===== config.mk =====
export PLATFORM = sky130hd
export DESIGN_NAME = decode_pipe_ctrl
export DESIGN_NICKNAME = d
export VERILOG_FILES = /design/src/rtl/decode_pipe_ctrl.sv
export SDC_FILE = /design/constraint.sdc
export NUM_CORES = 1
export LEC_CHECK = 0
export CORE_UTILIZATION = 55
export DETAILED_ROUTE_END_ITERATION = 8
export PLACE_DENSITY = 0.79
export SETUP_SLACK_MARGIN = 0.4
export SLEW_MARGIN = 25
export SYNTH_ARGS = -nofsm -noshare
export SYNTH_HDL_FRONTEND = slang
export SYNTH_SLANG_ARGS = --single-unit

===== constraint.sdc =====
create_clock -name clk -period 4.7 [get_ports clk]
set_clock_uncertainty 0.15 [all_clocks]
set_input_delay 0.705 -clock clk [delete_from_list [all_inputs] [get_ports clk]]
set_output_delay 0.705 -clock clk [all_outputs]
set_load 0.1 [all_outputs]

===== src/rtl/decode_pipe_ctrl.sv =====
// decode_pipe_ctrl: registered, handshaked decode stage for the 16-bit ISA.
// Sits between fetch (in_*) and execute/memory (out_*). It stalls on load-use
// hazards through a per-register countdown scoreboard, kills the decoded
// bundle on flush, and parks in HALT once an HLT has been decoded.
// Optional feature macro: STALL_CNT_EN adds a saturating 16-bit stall counter.
module decode_pipe_ctrl #(
    parameter int unsigned OPC_W   = 4,
    parameter int unsigned REG_AW  = 4,
    parameter int unsigned INSTR_W = OPC_W + 3*REG_AW,
    parameter int unsigned LD_LAT  = 2
) (
    input  logic               clk,
    input  logic               rst_n,
    input  logic               in_valid,
    output logic               in_ready,
    input  logic [INSTR_W-1:0] instr,
    input  logic               z_flag,
    input  logic               flush,
    output logic               out_valid,
    input  logic               out_ready,
    output logic               rd_en1,
    output logic               rd_en2,
    output logic               wr_en,
    output logic               mem_rd,
    output logic               mem_wr,
    output logic               saw_br,
    output logic               saw_j,
    output logic               alu_src,
    output logic               hlt,
    output logic [REG_AW-1:0]  rd_reg1,
    output logic [REG_AW-1:0]  rd_reg2,
    output logic [REG_AW-1:0]  wr_reg,
    output logic [3:0]         alu_op,
    output logic [REG_AW-1:0]  sh_amt,
    output logic               halted
`ifdef STALL_CNT_EN
    ,
    output logic [15:0]        stall_cnt
`endif
);

    localparam int unsigned NUM_REGS = 2**REG_AW;
    localparam int unsigned CNT_W    = 3;

    localparam logic [OPC_W-1:0] OP_ADD  = OPC_W'(0);
    localparam logic [OPC_W-1:0] OP_ADDZ = OPC_W'(1);
    localparam logic [OPC_W-1:0] OP_SUB  = OPC_W'(2);
    localparam logic [OPC_W-1:0] OP_AND  = OPC_W'(3);
    localparam logic [OPC_W-1:0] OP_NOR  = OPC_W'(4);
    localparam logic [OPC_W-1:0] OP_SLL  = OPC_W'(5);
    localparam logic [OPC_W-1:0] OP_SRL  = OPC_W'(6);
    localparam logic [OPC_W-1:0] OP_SRA  = OPC_W'(7);
    localparam logic [OPC_W-1:0] OP_LW   = OPC_W'(8);
    localparam logic [OPC_W-1:0] OP_SW   = OPC_W'(9);
    localparam logic [OPC_W-1:0] OP_LHB  = OPC_W'(10);
    localparam logic [OPC_W-1:0] OP_LLB  = OPC_W'(11);
    localparam logic [OPC_W-1:0] OP_B    = OPC_W'(12);
    localparam logic [OPC_W-1:0] OP_JAL  = OPC_W'(13);
    localparam logic [OPC_W-1:0] OP_JR   = OPC_W'(14);
    localparam logic [OPC_W-1:0] OP_HLT  = OPC_W'(15);

    localparam logic [3:0] ALU_ADD = 4'd0;
    localparam logic [3:0] ALU_SUB = 4'd1;
    localparam logic [3:0] ALU_AND = 4'd2;
    localparam logic [3:0] ALU_NOR = 4'd3;
    localparam logic [3:0] ALU_SLL = 4'd4;
    localparam logic [3:0] ALU_SRL = 4'd5;
    localparam logic [3:0] ALU_SRA = 4'd6;
    localparam logic [3:0] ALU_LHB = 4'd7;
    localparam logic [3:0] ALU_NOP = 4'd15;

    typedef enum logic {ST_RUN, ST_HALT} state_e;

    typedef struct packed {
        logic              rd_en1;
        logic              rd_en2;
        logic              wr_en;
        logic              mem_rd;
        logic              mem_wr;
        logic              saw_br;
        logic              saw_j;
        logic              alu_src;
        logic              hlt;
        logic [REG_AW-1:0] rd_reg1;
        logic [REG_AW-1:0] rd_reg2;
        logic [REG_AW-1:0] wr_reg;
        logic [3:0]        alu_op;
        logic [REG_AW-1:0] sh_amt;
    } ctl_t;

    logic [OPC_W-1:0]  opc;
    logic [REG_AW-1:0] f_rd, f_rs, f_rt;
    ctl_t              dec;
    logic              hazard;
    logic              accept;
    logic              out_hs;

    state_e            state_q, state_d;
    logic              out_valid_q, out_valid_d;
    ctl_t              ctl_q, ctl_d;
    logic [CNT_W-1:0]  pend_q [NUM_REGS];
    logic [CNT_W-1:0]  pend_d [NUM_REGS];

    assign opc  = instr[INSTR_W-1 -: OPC_W];
    assign f_rd = instr[3*REG_AW-1 -: REG_AW];
    assign f_rs = instr[2*REG_AW-1 -: REG_AW];
    assign f_rt = instr[REG_AW-1:0];

    // Combinational decode of the presented instruction into a control bundle.
    always_comb begin
        dec         = '0;
        dec.rd_reg1 = f_rs;
        dec.rd_reg2 = f_rt;
        dec.wr_reg  = f_rd;
        dec.sh_amt  = f_rt;
        dec.alu_op  = ALU_NOP;
        case (opc)
            OP_ADD, OP_ADDZ, OP_SUB, OP_AND, OP_NOR: begin
                dec.rd_en1 = 1'b1;
                dec.rd_en2 = 1'b1;
                dec.wr_en  = (opc != OP_ADDZ) || z_flag;
            end
            OP_SLL, OP_SRL, OP_SRA, OP_LHB, OP_LLB, OP_LW: begin
                dec.rd_en1 = 1'b1;
                dec.wr_en  = 1'b1;
            end
            OP_SW: begin
                dec.rd_en1  = 1'b1;
                dec.rd_en2  = 1'b1;
                dec.mem_wr  = 1'b1;
                dec.rd_reg2 = f_rd;
            end
            OP_B:   dec.saw_br = 1'b1;
            OP_JAL: begin
                dec.wr_en  = 1'b1;
                dec.wr_reg = '1;
                dec.saw_j  = 1'b1;
            end
            OP_JR: begin
                dec.rd_en1  = 1'b1;
                dec.rd_en2  = 1'b1;
                dec.rd_reg1 = '1;
                dec.rd_reg2 = '0;
                dec.saw_j   = 1'b1;
            end
            OP_HLT: dec.hlt = 1'b1;
            default: ;
        endcase
        dec.mem_rd = (opc == OP_LW);
        if (opc == OP_LHB) dec.rd_reg1 = f_rd;
        if (opc == OP_LLB) dec.rd_reg1 = '0;
        dec.alu_src = dec.rd_en2 && !(opc == OP_SW || opc == OP_LLB);
        case (opc)
            OP_ADD, OP_ADDZ, OP_LLB, OP_LW, OP_SW, OP_JR: dec.alu_op = ALU_ADD;
            OP_SUB: dec.alu_op = ALU_SUB;
            OP_AND: dec.alu_op = ALU_AND;
            OP_NOR: dec.alu_op = ALU_NOR;
            OP_SLL: dec.alu_op = ALU_SLL;
            OP_SRL: dec.alu_op = ALU_SRL;
            OP_SRA: dec.alu_op = ALU_SRA;
            OP_LHB: dec.alu_op = ALU_LHB;
            default: dec.alu_op = ALU_NOP;
        endcase
    end

    // Load-use hazard: a pending load, or a load sitting in the output register.
    always_comb begin
        hazard = 1'b0;
        if (dec.rd_en1 && dec.rd_reg1 != '0 &&
            (pend_q[dec.rd_reg1] != '0 ||
             (out_valid_q && ctl_q.mem_rd && ctl_q.wr_reg == dec.rd_reg1)))
            hazard = 1'b1;
        if (dec.rd_en2 && dec.rd_reg2 != '0 &&
            (pend_q[dec.rd_reg2] != '0 ||
             (out_valid_q && ctl_q.mem_rd && ctl_q.wr_reg == dec.rd_reg2)))
            hazard = 1'b1;
    end

    assign in_ready = (state_q == ST_RUN) && !flush && !hazard && (!out_valid_q || out_ready);
    assign accept   = in_valid && in_ready;
    assign out_hs   = out_valid_q && out_ready && !flush;

    // Next state and output register; flush overrides any downstream accept.
    always_comb begin
        state_d     = state_q;
        out_valid_d = out_valid_q;
        ctl_d       = ctl_q;
        if (flush) begin
            out_valid_d = 1'b0;
            if (out_valid_q && ctl_q.hlt) state_d = ST_RUN;
        end else if (!out_valid_q || out_ready) begin
            out_valid_d = accept;
            if (accept) begin
                ctl_d = dec;
                if (dec.hlt) state_d = ST_HALT;
            end
        end
    end

    // Scoreboard countdown; a delivered load restarts its destination counter.
    always_comb begin
        for (int unsigned i = 0; i < NUM_REGS; i++) begin
            pend_d[i] = (pend_q[i] != '0) ? pend_q[i] - CNT_W'(1) : '0;
        end
        if (out_hs && ctl_q.mem_rd && ctl_q.wr_reg != '0)
            pend_d[ctl_q.wr_reg] = CNT_W'(LD_LAT);
        pend_d[0] = '0;
    end

    // State, output bundle and scoreboard registers.
    always_ff @(posedge clk or negedge rst_n) begin
        if (!rst_n) begin
            state_q     <= ST_RUN;
            out_valid_q <= 1'b0;
            ctl_q       <= '0;
            for (int unsigned i = 0; i < NUM_REGS; i++) pend_q[i] <= '0;
        end else begin
            state_q     <= state_d;
            out_valid_q <= out_valid_d;
            ctl_q       <= ctl_d;
            for (int unsigned i = 0; i < NUM_REGS; i++) pend_q[i] <= pend_d[i];
        end
    end

    assign out_valid = out_valid_q;
    assign rd_en1    = ctl_q.rd_en1;
    assign rd_en2    = ctl_q.rd_en2;
    assign wr_en     = ctl_q.wr_en;
    assign mem_rd    = ctl_q.mem_rd;
    assign mem_wr    = ctl_q.mem_wr;
    assign saw_br    = ctl_q.saw_br;
    assign saw_j     = ctl_q.saw_j;
    assign alu_src   = ctl_q.alu_src;
    assign hlt       = ctl_q.hlt;
    assign rd_reg1   = ctl_q.rd_reg1;
    assign rd_reg2   = ctl_q.rd_reg2;
    assign wr_reg    = ctl_q.wr_reg;
    assign alu_op    = ctl_q.alu_op;
    assign sh_amt    = ctl_q.sh_amt;
    assign halted    = (state_q == ST_HALT);

`ifdef STALL_CNT_EN
    logic [15:0] stall_cnt_q, stall_cnt_d;

    // Saturating count of cycles a valid instruction is held back by a hazard.
    always_comb begin
        stall_cnt_d = stall_cnt_q;
        if (in_valid && state_q == ST_RUN && !flush && hazard && stall_cnt_q != 16'hFFFF)
            stall_cnt_d = stall_cnt_q + 16'd1;
    end

    // Stall counter register.
    always_ff @(posedge clk or negedge rst_n) begin
        if (!rst_n) stall_cnt_q <= '0;
        else        stall_cnt_q <= stall_cnt_d;
    end

    assign stall_cnt = stall_cnt_q;
`endif

endmodule


==> metrics.md <==
| Metric | Value |
|---|---|
| HPWL Detailed | `8330 µm` |
| TritonCTS Buffers | `9` |
| Setup crit start | `instr[13]` |
| I/O Pins | `54` |
| GRT overflow | `0` |
| Hold_buf cts | `0` |
| Dpl cell area | `between 0.005 and 0.006 mm²` |
| Setup crit end kind | `primary output` |
| Met3 Routed Length | `approximately 570 µm` |
| Rows | `32` |
| DIE WIDTH | `92.1 µm` |
| Number of diodes | `0` |
| Via count | `3,691` |
| Final Hold Fails | `0` |
| DRC violations left | `0` |
| Main synth FF type | `dfrtp_1` |
| M1 WL | `5130 µm` |
| Die height | `~90 µm` |
| Max VDD drop | `0.395 mV` |
| Reg area | `0.00190 mm²` |
| RR Endpoint | `hlt` |
| Leakage power | `between 2 and 3 nW` |
| Commonest cells post-synth | `dfrtp_1 (76), nor2_1 (45), inv_1 (40)` |
| Area leader, netlist | `dfrtp_1` |
| FF-to-FF setup slack | `1.76 ns` |
| Via count of the first global-routing pass | `3,599` |
| Routed len/inst | `17.6 µm` |
| Status | `finished, final reports clean` |
| Part of the cycle the worst path needs | `87.8%` |
| CP arrival | `3.27 ns` |
| Worst Tran Pin Value | `0.985 ns` |
| Final min period | `just over 4 ns` |
| Largest net degree at the start of global routing | `77` |
| Most flops, register | `pend_q` |
| Slew headroom | `34.1%` |
| FFs w/ async S/R, synth | `100%` |
| WL final | `11,100 µm` |
| Fin Setup TNS | `0 ns` |
| Clk root buf | `clkbuf_8` |
| Number of flip-flops in the largest register | `45` |
| Initial antenna violation count | `0` |
| CTS max path bufs | `2` |
| Synth top area share | `between 40% and 50%` |
| Synth top area cells | `dfrtp_1 (43%), ha_1 (9.0%), mux2_2 (4.8%), nor2_1 (3.8%), inv_1 (3.4%)` |
| Port Buf Inserts | `53` |
| CP endpoint | `in_ready` |
| Most frequent cell after synthesis | `dfrtp_1` |
| Final ANT Viol Nets | `0` |
| Layout Utilization | `a little over two thirds` |
| R2R cell count | `10` |
| GP Congestion | `between 0.9 and 1` |
| Total power | `2.44 mW` |
| Syn avg cell area | `~9.7 µm²` |
| Post-synthesis register bit count | `76` |
| Crit start category | `primary input` |
| Number of iterations in the first detailed-routing pass | `5` |
| Reg clk slew, reported paths | `around 0.09 ns` |
| Net Count, Synth | `just over 500` |
| Max Slew Vio Count | `0` |
| Final setup fails | `0` |
| RSZ-0062 raised after global routing | `no` |
| Worst Path Required | `3.85 ns` |
| Reg-to-Reg Start | `pend_q[39]` |
| Yosys warning count | `0` |
| Min-delay worst type | `primary input to async pin` |
| FMAX | `0.242 GHz` |
| DR iter-0 viols | `287` |
| Post-Layout Inst Area | `0.00545 mm²` |
| Final layout net count | `578` |
| Power Dens Cells | `~450 mW/mm²` |
| Fraction of layout cells with a size suffix above 1 | `16.3%` |
| Seq/Total Area, Yosys | `42.6%` |
| Mapped Cells | `approximately 460` |
| Post-synth EDFFs | `0` |
| Fillcell total | `around 590` |
| Starting Density | `57.2%` |
| Met2 wire length | `5170 µm` |
| WS Path Type | `primary input to primary output` |
| H-tree depth | `3` |
| Area growth syn-to-layout | `21.9%` |
| First-pass GRT wire length | `about 18,000 µm` |
| Mapped cell area | `0.00447 mm²` |
| Distinct cells, synth | `62` |
| TritonCTS clock tree | `yes` |
| GRT Total Usage | `27.9%` |
| Area of the multi-input gates | `0.00238 mm²` |
| Max-cap violations | `0` |
| Top Layer Used | `met4` |
| Core Region | `0.00781 mm²` |
| DR vias/cell | `a little under 6` |
| Clk sinks | `76` |
| DIE AREA | `0.00849 mm²` |
| Worst-Skew Late Latency | `0.35 ns` |
| Worst-path fanout max | `7` |
[layout make-up]
type | count | area share (%)
Tap cell | 102 | 2.34
Inverter | 40 | 2.76
Sequential cell | 76 | 34.9
Timing Repair Buffer | 69 | 12.6
Multi-Input combinational cell | 328 | 43.7
Clock buffer | 10 | 2.34
Clock inverter | 6 | 1.31
[routing by layer]
layer  vias up  global-route usage [%]
met3        29                    5.39
met2       136                    43.7
li1       1734                       -
met4         0                    10.2
met1      1792                    38.5
met5         -                       0
[worst max-delay path, cell delays in order]
cell           delay, ns
dlygate4sd2_1       0.29
inv_1               0.11
ha_4                0.19
nor2b_2             0.17
a32o_2              0.28
or2_4               0.27
o311a_1             0.29
o21a_1              0.20
a311oi_2            0.32
and3_4              0.26
buf_12              0.17
[layout by cell type, fill, tap and decap left out, drive strengths merged, types with 7 or more instances in the layout]
| cell | synthesis | routed |
|---|---|---|
| o221ai | 10 | 10 |
| nor3 | 24 | 24 |
| nor2 | 45 | 45 |
| nor2b | 17 | 17 |
| buf | 5 | 18 |
| inv | 40 | 42 |
| dfrtp | 76 | 76 |
| mux2i | 8 | 8 |
| and2 | 7 | 7 |
| a21oi | 7 | 7 |
| ha | 32 | 32 |
| clkdlybuf4s50 | 0 | 49 |
| clkbuf | 13 | 10 |
| mux2 | 22 | 22 |
| nand2 | 37 | 37 |
| o21ai | 16 | 16 |
| or2 | 13 | 13 |
[repair_timing]
item,in CTS,in global routing
gates resized for setup,8,11
endpoints found under the setup margin,1,1
buffers inserted,1,0
pin swaps,2,2
[through the flow]
step                hold slack [ns]  instances  setup WS, ns
floorplan                     0.259        462         0.493
global placement              0.284        614         0.236
detailed placement            0.289        614         0.166
CTS                           0.301        631         0.442
global route                  0.263        631         0.407
finish                        0.189        631         0.573
[where the power goes]
part	switching, mW	internal, mW	leakage [nW]
clock	0.252	0.250	0.0935
sequential	0.0747	0.737	1.01
combinational	0.830	0.300	1.48
total	1.16	1.29	2.58
[kinds of logic (layout without fill, tap and decap cells)]
kind of cell | after synthesis | count (layout) | synth area share (%)
fa+ha+maj | 32 | 32 | 8.96
compound gates | 86 | 86 | 14.5
flops | 76 | 76 | 42.6
simple gates | 176 | 176 | 19.8
buf+inv | 58 | 125 | 5.49
mux | 31 | 31 | 8.09
xor+xnor | 3 | 3 | 0.588
[worst min-delay path by stage]
stage / to / start / slack (ns)
2_1_floorplan: alu_op[0] / rst_n / 0.26
6_report: pend_q[7] / rst_n / 0.19
3_3_place_gp: pend_q[30] / pend_q[30] / 0.28
5_1_grt: pend_q[40] / rst_n / 0.26
3_5_place_dp: pend_q[30] / pend_q[30] / 0.29
4_1_cts: pend_q[30] / pend_q[30] / 0.30
Power figures use the tool's default switching activity.
